File: src/rtl/pipe_ctrl_pkg.sv
// Shared types for the pipeline stall/flush sequencer: FSM states, stage
// indices and the per-stage {en, flush} control record.
package pipe_ctrl_pkg;

  typedef enum logic [1:0] {
    RUN      = 2'd0,
    MEM_WAIT = 2'd1,
    HALTED   = 2'd2,
    ERROR    = 2'd3
  } state_t;

  localparam int NUM_STAGES = 5;
  localparam int STG_PC     = 0;
  localparam int STG_IF_ID  = 1;
  localparam int STG_ID_EX  = 2;
  localparam int STG_EX_MEM = 3;
  localparam int STG_MEM_WB = 4;

  typedef struct packed {
    logic en;
    logic flush;
  } stage_ctrl_t;

  typedef stage_ctrl_t [NUM_STAGES-1:0] pipe_ctrl_t;

  function automatic pipe_ctrl_t uniformCtrl(input logic en, input logic flush);
    pipe_ctrl_t c;
    for (int i = 0; i < NUM_STAGES; i++) begin
      c[i].en    = en;
      c[i].flush = flush;
    end
    return c;
  endfunction

endpackage

File: src/rtl/pipeline_ctrl_sat_counter.sv
// Saturating up-counter with synchronous clear; holds at all-ones.
module sat_counter #(
  parameter int W = 32
) (
  input  logic         clk,
  input  logic         clr,
  input  logic         inc,
  output logic [W-1:0] count
);

  // NOTE: clear is sampled on the clock edge only, matching the synchronous reset used by the whole pipeline.
  always_ff @(posedge clk) begin
    if (clr) begin
      count <= '0;
    end else if (inc && (count != '1)) begin
      count <= count + 1'b1;
    end
  end

endmodule

File: src/rtl/pipeline_ctrl.sv
// Central stall/flush sequencer for the 5-stage pipeline: Mealy enable/flush
// outputs per stage, memory-wait watchdog, halt, and performance counters.
module pipeline_ctrl
  import pipe_ctrl_pkg::*;
#(
  parameter int CNT_W    = 32,
  parameter int MAX_WAIT = 15
) (
  input  logic             clk,
  input  logic             rst,
  input  logic [4:0]       id_rs,
  input  logic [4:0]       id_rt,
  input  logic             id_uses_rt,
  input  logic             ex_mem_read,
  input  logic [4:0]       ex_rt,
  input  logic             ex_branch_taken,
  input  logic             mem_req,
  input  logic             dmem_ready,
  input  logic             wb_halt,
  output logic             pc_en,
  output logic             if_id_en,
  output logic             id_ex_en,
  output logic             ex_mem_en,
  output logic             mem_wb_en,
  output logic             if_id_flush,
  output logic             id_ex_flush,
  output logic             ex_mem_flush,
  output logic             mem_wb_flush,
  output logic             halted,
  output logic             err,
  output logic [CNT_W-1:0] stall_cnt,
  output logic [CNT_W-1:0] flush_cnt
);

  localparam int WAIT_W = $clog2(MAX_WAIT + 1);

  state_t            state;
  logic [WAIT_W-1:0] waitCnt;
  pipe_ctrl_t        ctrl;
  logic              loadUse;
  logic              memBlocked;
  logic              watchdogHit;
  logic              squash;
  logic              stallInc;
  logic              unusedPcFlush;

  assign loadUse = ex_mem_read && (ex_rt != 5'd0) &&
                   ((ex_rt == id_rs) || (id_uses_rt && (ex_rt == id_rt)));

  assign memBlocked = !dmem_ready &&
                      (((state == RUN) && mem_req) || (state == MEM_WAIT));

  // The current not-ready cycle is the (waitCnt+1)-th in a row, or the first when still in RUN.
  assign watchdogHit = (state == RUN) ? (MAX_WAIT <= 1)
                                      : (waitCnt >= WAIT_W'(MAX_WAIT - 1));

  // NOTE: every variable gets a default at the top of the block so no path leaves it unassigned (no latch).
  always_comb begin
    ctrl   = uniformCtrl(1'b1, 1'b0);
    squash = 1'b0;
    if (rst) begin
      ctrl = uniformCtrl(1'b0, 1'b1);
    end else begin
      unique case (state)
        RUN, MEM_WAIT: begin
          if (wb_halt || memBlocked) begin
            ctrl = uniformCtrl(1'b0, 1'b0);
            ctrl[STG_MEM_WB].flush = 1'b1;
          end else if (ex_branch_taken) begin
            ctrl[STG_IF_ID].flush = 1'b1;
            ctrl[STG_ID_EX].flush = 1'b1;
            squash = 1'b1;
          end else if (loadUse) begin
            ctrl[STG_PC].en       = 1'b0;
            ctrl[STG_IF_ID].en    = 1'b0;
            ctrl[STG_ID_EX].flush = 1'b1;
          end
        end
        default: ctrl = uniformCtrl(1'b0, 1'b0);
      endcase
    end
  end

  // NOTE: state registers use non-blocking assignments so every flop samples pre-edge values.
  always_ff @(posedge clk) begin
    if (rst) begin
      state   <= RUN;
      waitCnt <= '0;
    end else begin
      unique case (state)
        RUN, MEM_WAIT: begin
          if (wb_halt) begin
            state   <= HALTED;
            waitCnt <= '0;
          end else if (memBlocked) begin
            state   <= watchdogHit ? ERROR : MEM_WAIT;
            waitCnt <= (state == RUN) ? WAIT_W'(1) : waitCnt + 1'b1;
          end else begin
            state   <= RUN;
            waitCnt <= '0;
          end
        end
        default: ;
      endcase
    end
  end

  assign pc_en         = ctrl[STG_PC].en;
  assign if_id_en      = ctrl[STG_IF_ID].en;
  assign id_ex_en      = ctrl[STG_ID_EX].en;
  assign ex_mem_en     = ctrl[STG_EX_MEM].en;
  assign mem_wb_en     = ctrl[STG_MEM_WB].en;
  assign if_id_flush   = ctrl[STG_IF_ID].flush;
  assign id_ex_flush   = ctrl[STG_ID_EX].flush;
  assign ex_mem_flush  = ctrl[STG_EX_MEM].flush;
  assign mem_wb_flush  = ctrl[STG_MEM_WB].flush;
  assign unusedPcFlush = ctrl[STG_PC].flush;

  assign halted = !rst && (state == HALTED);
  assign err    = !rst && (state == ERROR);

  assign stallInc = ((state == RUN) || (state == MEM_WAIT)) && !ctrl[STG_PC].en;

  sat_counter #(.W(CNT_W)) uStallCnt (
    .clk  (clk),
    .clr  (rst),
    .inc  (stallInc),
    .count(stall_cnt)
  );

  sat_counter #(.W(CNT_W)) uFlushCnt (
    .clk  (clk),
    .clr  (rst),
    .inc  (squash),
    .count(flush_cnt)
  );

endmodule

File: config.mk
export PLATFORM = sky130hd
export DESIGN_NAME = pipeline_ctrl
export DESIGN_NICKNAME = d
export VERILOG_FILES = /design/src/rtl/pipe_ctrl_pkg.sv /design/src/rtl/pipeline_ctrl_sat_counter.sv /design/src/rtl/pipeline_ctrl.sv
export SDC_FILE = /design/constraint.sdc
export NUM_CORES = 1
export LEC_CHECK = 0
export ABC_AREA = 1
export ABC_CLOCK_PERIOD_IN_PS = 4400
export CORE_MARGIN = 8
export CORE_UTILIZATION = 58
export CTS_BUF_LIST = sky130_fd_sc_hd__clkbuf_8
export DETAILED_ROUTE_END_ITERATION = 12
export GPL_TIMING_DRIVEN = 0
export PLACE_DENSITY = 0.87
export SLEW_MARGIN = 0
export SYNTH_ARGS = -nofsm -noshare
export SYNTH_HDL_FRONTEND = slang
export SYNTH_HIERARCHICAL = 1
export SYNTH_SLANG_ARGS = --single-unit
File: constraint.sdc
create_clock -name clk -period 4.4 [get_ports clk]
set_input_delay 0.88 -clock clk [delete_from_list [all_inputs] [get_ports clk]]
set_output_delay 0.88 -clock clk [all_outputs]
set_load 0.02 [all_outputs]
Word-level counts from Yosys, hierarchy flattened
Cells that the tools add are included.
W data, S select, Z words.
{ "word_totals": {"register_bits": 70, "inputBits": 23, "out_inout_bits": 75, "elab_cells": 55} }
{ "op_classes": {"n_addsub": 3, "magnitude_cmp": 1, "n_eq_ne": 7, "mux": 20, "n_reduce_logical": 20} }
{ "op_table": {"columns": ["cell", "count"], "rows": [
  ["$add A32 B1 Y32 const B", 2],
  ["$ne A32 B32 Y1 const B", 2],
  ["$mux W10", 2],
  ["$mux W4", 4],
  ["$eq A5 B5 Y1", 2],
  ["$logic_and A1 B1 Y1", 10],
  ["$mux W1", 9],
  ["$mux W2", 4],
  ["$mux W5", 1],
  ["$reduce_bool A5 Y1", 1],
  ["$add A4 B1 Y4 const B", 1],
  ["$eq A2 B2 Y1 const B", 2],
  ["$ge A4 B4 Y1 const B", 1],
  ["$logic_or A1 B1 Y1", 4],
  ["$logic_not A1 Y1", 3],
  ["$eq A2 B1 Y1 const B", 1],
  ["$logic_not A2 Y1", 1],
  ["$reduce_or A2 Y1", 1]
]} }

Longest topological paths before layout
{ "logic_depth": {"ltp_word": 12, "ltp_mapped": 17, "depth_no_buf": 17} }

Hierarchy
The synthesis kept the hierarchy.
{ "modules_own_cells": {"columns": ["mod", "instances", "cells_per_inst", "area_per_inst_um2", "seq_area_each_um2"], "rows": [
  ["sat_counter", 2, 324, 2062.0, 640.6],
  ["pipeline_ctrl", 1, 111, 644.4, 120.1]
]} }

Worst setup path after synthesis
OpenSTA, ideal clock, no wires.
{ "synth_path": {"kind": "input -> output", "from": "input port mem_req", "to": "output port pc_en", "t_arrival_ns": 1.832, "slack_ns": 1.688, "stages": 8, "path_buffers": 1, "cell_sequence": "o21ai_4 > nand2_2 > nor2_4 > inv_2 > nor2_4 > nand2_1 > inv_1 > buf_4"} }
{ "synth_via": {"elab_chain_len": 7} }
{ "synth_lines": {"columns": ["item", "line_no", "text"], "rows": [
  ["from (decl)", "pipeline_ctrl.sv:17", "input logic mem_req,"],
  ["$logic_and A1 B1 Y1", "pipeline_ctrl.sv:51", "(((state == RUN) && mem_req) || (state == MEM_WAIT));"],
  ["$logic_or A1 B1 Y1", "pipeline_ctrl.sv:51", null],
  ["$logic_and A1 B1 Y1", "pipeline_ctrl.sv:50", "assign memBlocked = !dmem_ready &&"],
  ["$logic_or A1 B1 Y1", "pipeline_ctrl.sv:66", "if (wb_halt || memBlocked) begin"],
  ["$mux W4", "pipeline_ctrl.sv:66", null],
  ["$mux W10", "pipeline_ctrl.sv:64", "unique case (state)"],
  ["$mux W10", "pipeline_ctrl.sv:61", "if (rst) begin"],
  ["to (decl)", "pipeline_ctrl.sv:20", "output logic pc_en,"]
]} }
Every way passes these cells.

Worst setup path after layout
{ "layout_path": {"from": "input port rst", "to": "output port err"} }
{ "layout_via": {"elab_chain_len": 2} }
{ "layout_lines": {"columns": ["item", "line_no", "text"], "rows": [
  ["from (decl)", "pipeline_ctrl.sv:10", "input logic rst,"],
  ["$logic_not A1 Y1", "pipeline_ctrl.sv:120", "assign err = !rst && (state == ERROR);"],
  ["$logic_and A1 B1 Y1", "pipeline_ctrl.sv:120", null],
  ["to (decl)", "pipeline_ctrl.sv:30", "output logic err,"]
]} }
Every way passes these cells.

==> run metrics <==
crit path capture type output pin; PostCTS Resize Cnt 0; RD Place Congestion 0.937; total of fill cells in the finished design slightly below 700; status complete, no violations; number of global-route vias before repair slightly above 5000; Remaining Overflow, GRT 0; Die Width about 110 um; number of non-filler instances in the completed layout between 900 and 1000; count of pins on the block boundary a little under 100; Post-Synth Simple-Gate Area 51.4%; DR WL/cell 14.6 um; area share of the largest cell type after synthesis between 20% and 30%; Final ANT Viol Nets 0; number of buffers inserted for hold repair after clock tree synthesis 0; Die Outline Area 11400 um^2; number of post-CTS setup repair buffers 0; data arrival time of the critical path 3.07 ns; CTS H-tree depth 3; adder-cell share of the synthesized area roughly 1.0%; syn_nets 786; CTS tree done; highest clock rate between 200 and 300 MHz; worst path required time around 3.5 ns; Root Buffer sky130_fd_sc_hd__clkbuf_8; ranking of synthesized cells by area sky130_fd_sc_hd__dfxtp_1 29%, sky130_fd_sc_hd__nand2_1 16%, sky130_fd_sc_hd__nor2_1 12%, sky130_fd_sc_hd__nand3_1 6.1%, sky130_fd_sc_hd__inv_1 5.7%; Final Hold Violating Endpoints 0; post-synthesis compound-gate area fraction between 7 and 8%; # nets final slightly below 900; effective utilization at floorplan 58.9%; kind of start point of the critical path input pin; Synth warnings 6; multiplexer share of the synthesized area 0%; combinational family with the most area after synthesis simple AND/OR/NAND/NOR gates; final setup slack of the worst path approximately 0.45 ns; category of the most critical setup path input pin to output pin; clock-pin slew on the worst setup and hold paths 0.08 ns; cell area power density 223 nW/um^2; Post-synth EDFFs 0; signed area change from the synthesized netlist to the final layout 27.6%; Avg Cell Area, Syn 6.28 um^2; antenna violations before repair 0; clock skew after layout ~0.0094 ns; Detailed Routing Iterations Pass 1 5; core footprint a little over 8000 um^2; dpl hpwl approximately 11 mm; worst skew pair latency 0.34 ns; xor/xnor cell area share of the yosys netlist 0.551%; post-synthesis cell type count 35; worst hold-check path type flop to flop; worst vdd rail ir drop ~220 uV; number of buffers inserted by port buffering 97; max-capacitance violation count 0; peak fanout along the critical path 14; dominant cell type by area after synthesis sky130_fd_sc_hd__dfxtp_1; chip height roughly 110 um; relative slew slack 56.2%; number of storage elements in the synthesis netlist 70; final count of pins violating max slew 0; total instance count after detailed placement 961; ratio of final minimum period to clock period 89.9%; largest buffer count on any clock path 2; total wire length after detailed routing around 14 mm; most common flop cell mapped by yosys sky130_fd_sc_hd__dfxtp_1; number of cells produced by synthesis approximately 760; fraction of layout instances using a drive strength above 1 13.0%; number of inserted diodes 0; Syn Std Cell Area 4770 um^2; number of vias per cell after detailed routing roughly 5.5; largest net degree at the start of global routing 15; slew of the pin with the lowest slew margin ~0.66 ns; sequential-to-total area share from yosys stat between 20 and 30%; total vias in the final route about 5400; CTS Sinks 70; DRC errors left 0; Finish-stage setup viols 0; placement row count 33; Async SR Flop Fraction 0%; GRT Total Usage approximately 24%; CTS Buf Count 9; first-pass GRT wire length 23.3 mm; worst slack at placement 0.437 ns; setup_tns 0 ns; leakage power of the design ~2.6 nW; unrepaired setup endpoints after global routing no; Iteration-0 DRC Markers ~320; Tmin final around 4.0 ns
## placed cells by master (no fill, tap or decap), drive strengths merged, types with 2 or more instances in the layout
cell type        n
inv             84
xnor2            2
clkinv           6
bufinv           2
o21ai            6
a31oi           10
ha               4
nor3             8
and2             2
o211ai           2
nor2           178
clkbuf           9
nand3           72
a21oi           39
nand3b           2
nand4           28
dfxtp           70
clkdlybuf4s50   97
buf             21
nand2          226
## where the power goes
group | switching, mW | internal (mW)
registers | 0.00504 | 0.637
clock network | 0.259 | 0.316
logic | 0.0784 | 0.0597
total | 0.342 | 1.01
## cell type report
cell class / count / area (um^2) / share of cell area [%]
inverters: 86 / 323 / 5.31
well taps: 105 / 131 / 2.16
clock inverters: 7 / 90.1 / 1.48
repair buffers: 97 / 971 / 16.0
plain buffers: 21 / 181 / 2.98
flip-flops and latches: 70 / 1400 / 23.0
clock buffers: 9 / 124 / 2.04
multi-input cells: 582 / 2860 / 47.0
## worst paths after layout
check | startpoint | endpoint | slack, ns | cells past startpoint
worst max-delay path | rst | err | 0.45 | 5
worst min-delay path | uStallCnt/count[1] | uStallCnt/count[1] | 0.51 | 2
worst max register to register | state[1] | uStallCnt/count[17] | 1.67 | 17
worst min register to register | uStallCnt/count[1] | uStallCnt/count[1] | 0.51 | 2
## critical path: stages
cell and delay, ns:
sky130_fd_sc_hd__clkdlybuf4s50_1 0.87, sky130_fd_sc_hd__clkinv_1 0.45, sky130_fd_sc_hd__nand2_1 0.26, sky130_fd_sc_hd__nor2_1 0.06
sky130_fd_sc_hd__clkdlybuf4s50_1 0.54
## synthesized netlist by cell type, types with 3 or more instances
cell / count
sky130_fd_sc_hd__buf_6: 11
sky130_fd_sc_hd__nand2_1: 207
sky130_fd_sc_hd__a21oi_1: 37
sky130_fd_sc_hd__buf_2: 4
sky130_fd_sc_hd__nor2_2: 13
sky130_fd_sc_hd__inv_2: 11
sky130_fd_sc_hd__nand4_1: 24
sky130_fd_sc_hd__nand2_4: 6
sky130_fd_sc_hd__ha_1: 4
sky130_fd_sc_hd__nand3_2: 14
sky130_fd_sc_hd__buf_4: 4
sky130_fd_sc_hd__a31oi_1: 10
sky130_fd_sc_hd__inv_1: 72
sky130_fd_sc_hd__nor2_4: 11
sky130_fd_sc_hd__nor3_1: 6
sky130_fd_sc_hd__nand4_2: 4
sky130_fd_sc_hd__nand3_1: 58
sky130_fd_sc_hd__o21ai_0: 3
sky130_fd_sc_hd__nand2_2: 13
sky130_fd_sc_hd__nor2_1: 152
sky130_fd_sc_hd__clkinv_1: 3
sky130_fd_sc_hd__dfxtp_1: 70
## state kept, by name, indices dropped and copies added (netlist names)
register         flops
state                2
uFlushCnt/count     32
waitCnt              4
uStallCnt/count     32
## logic make-up after synthesis
logic type                 Yosys count
xor gates and xnor gates             3
adders and majority gates            4
DFF                                 70
AOI/OAI and AO/OA                   59
and+or+nand+nor                    516
buffers and inverters              107
## metal layers
| layer | vias up | global-route usage (%) | part of all wire [%] |
|---|---|---|---|
| met5 | - | 0 | 0 |
| met4 | 0 | 12.9 | 3.4 |
| met3 | 44 | 4.50 | 7.1 |
| met2 | 232 | 43.4 | 50 |
| met1 | 2454 | 27.0 | 40 |
| li1 | 2633 | - | - |
## metrics by stage
step	instance area, um^2	power [mW]	util, %	hold WS, ns
after global placement	5870	0.791	72.5	0.486
after floorplan	4770	0.733	-	0.480
after global routing	6080	1.40	75.2	0.529
after detailed placement	5870	0.795	72.5	0.498
after CTS	6080	1.36	75.2	0.512
final	6080	1.36	75.2	0.511
No activity file was read; power rests on OpenSTA's default activity.
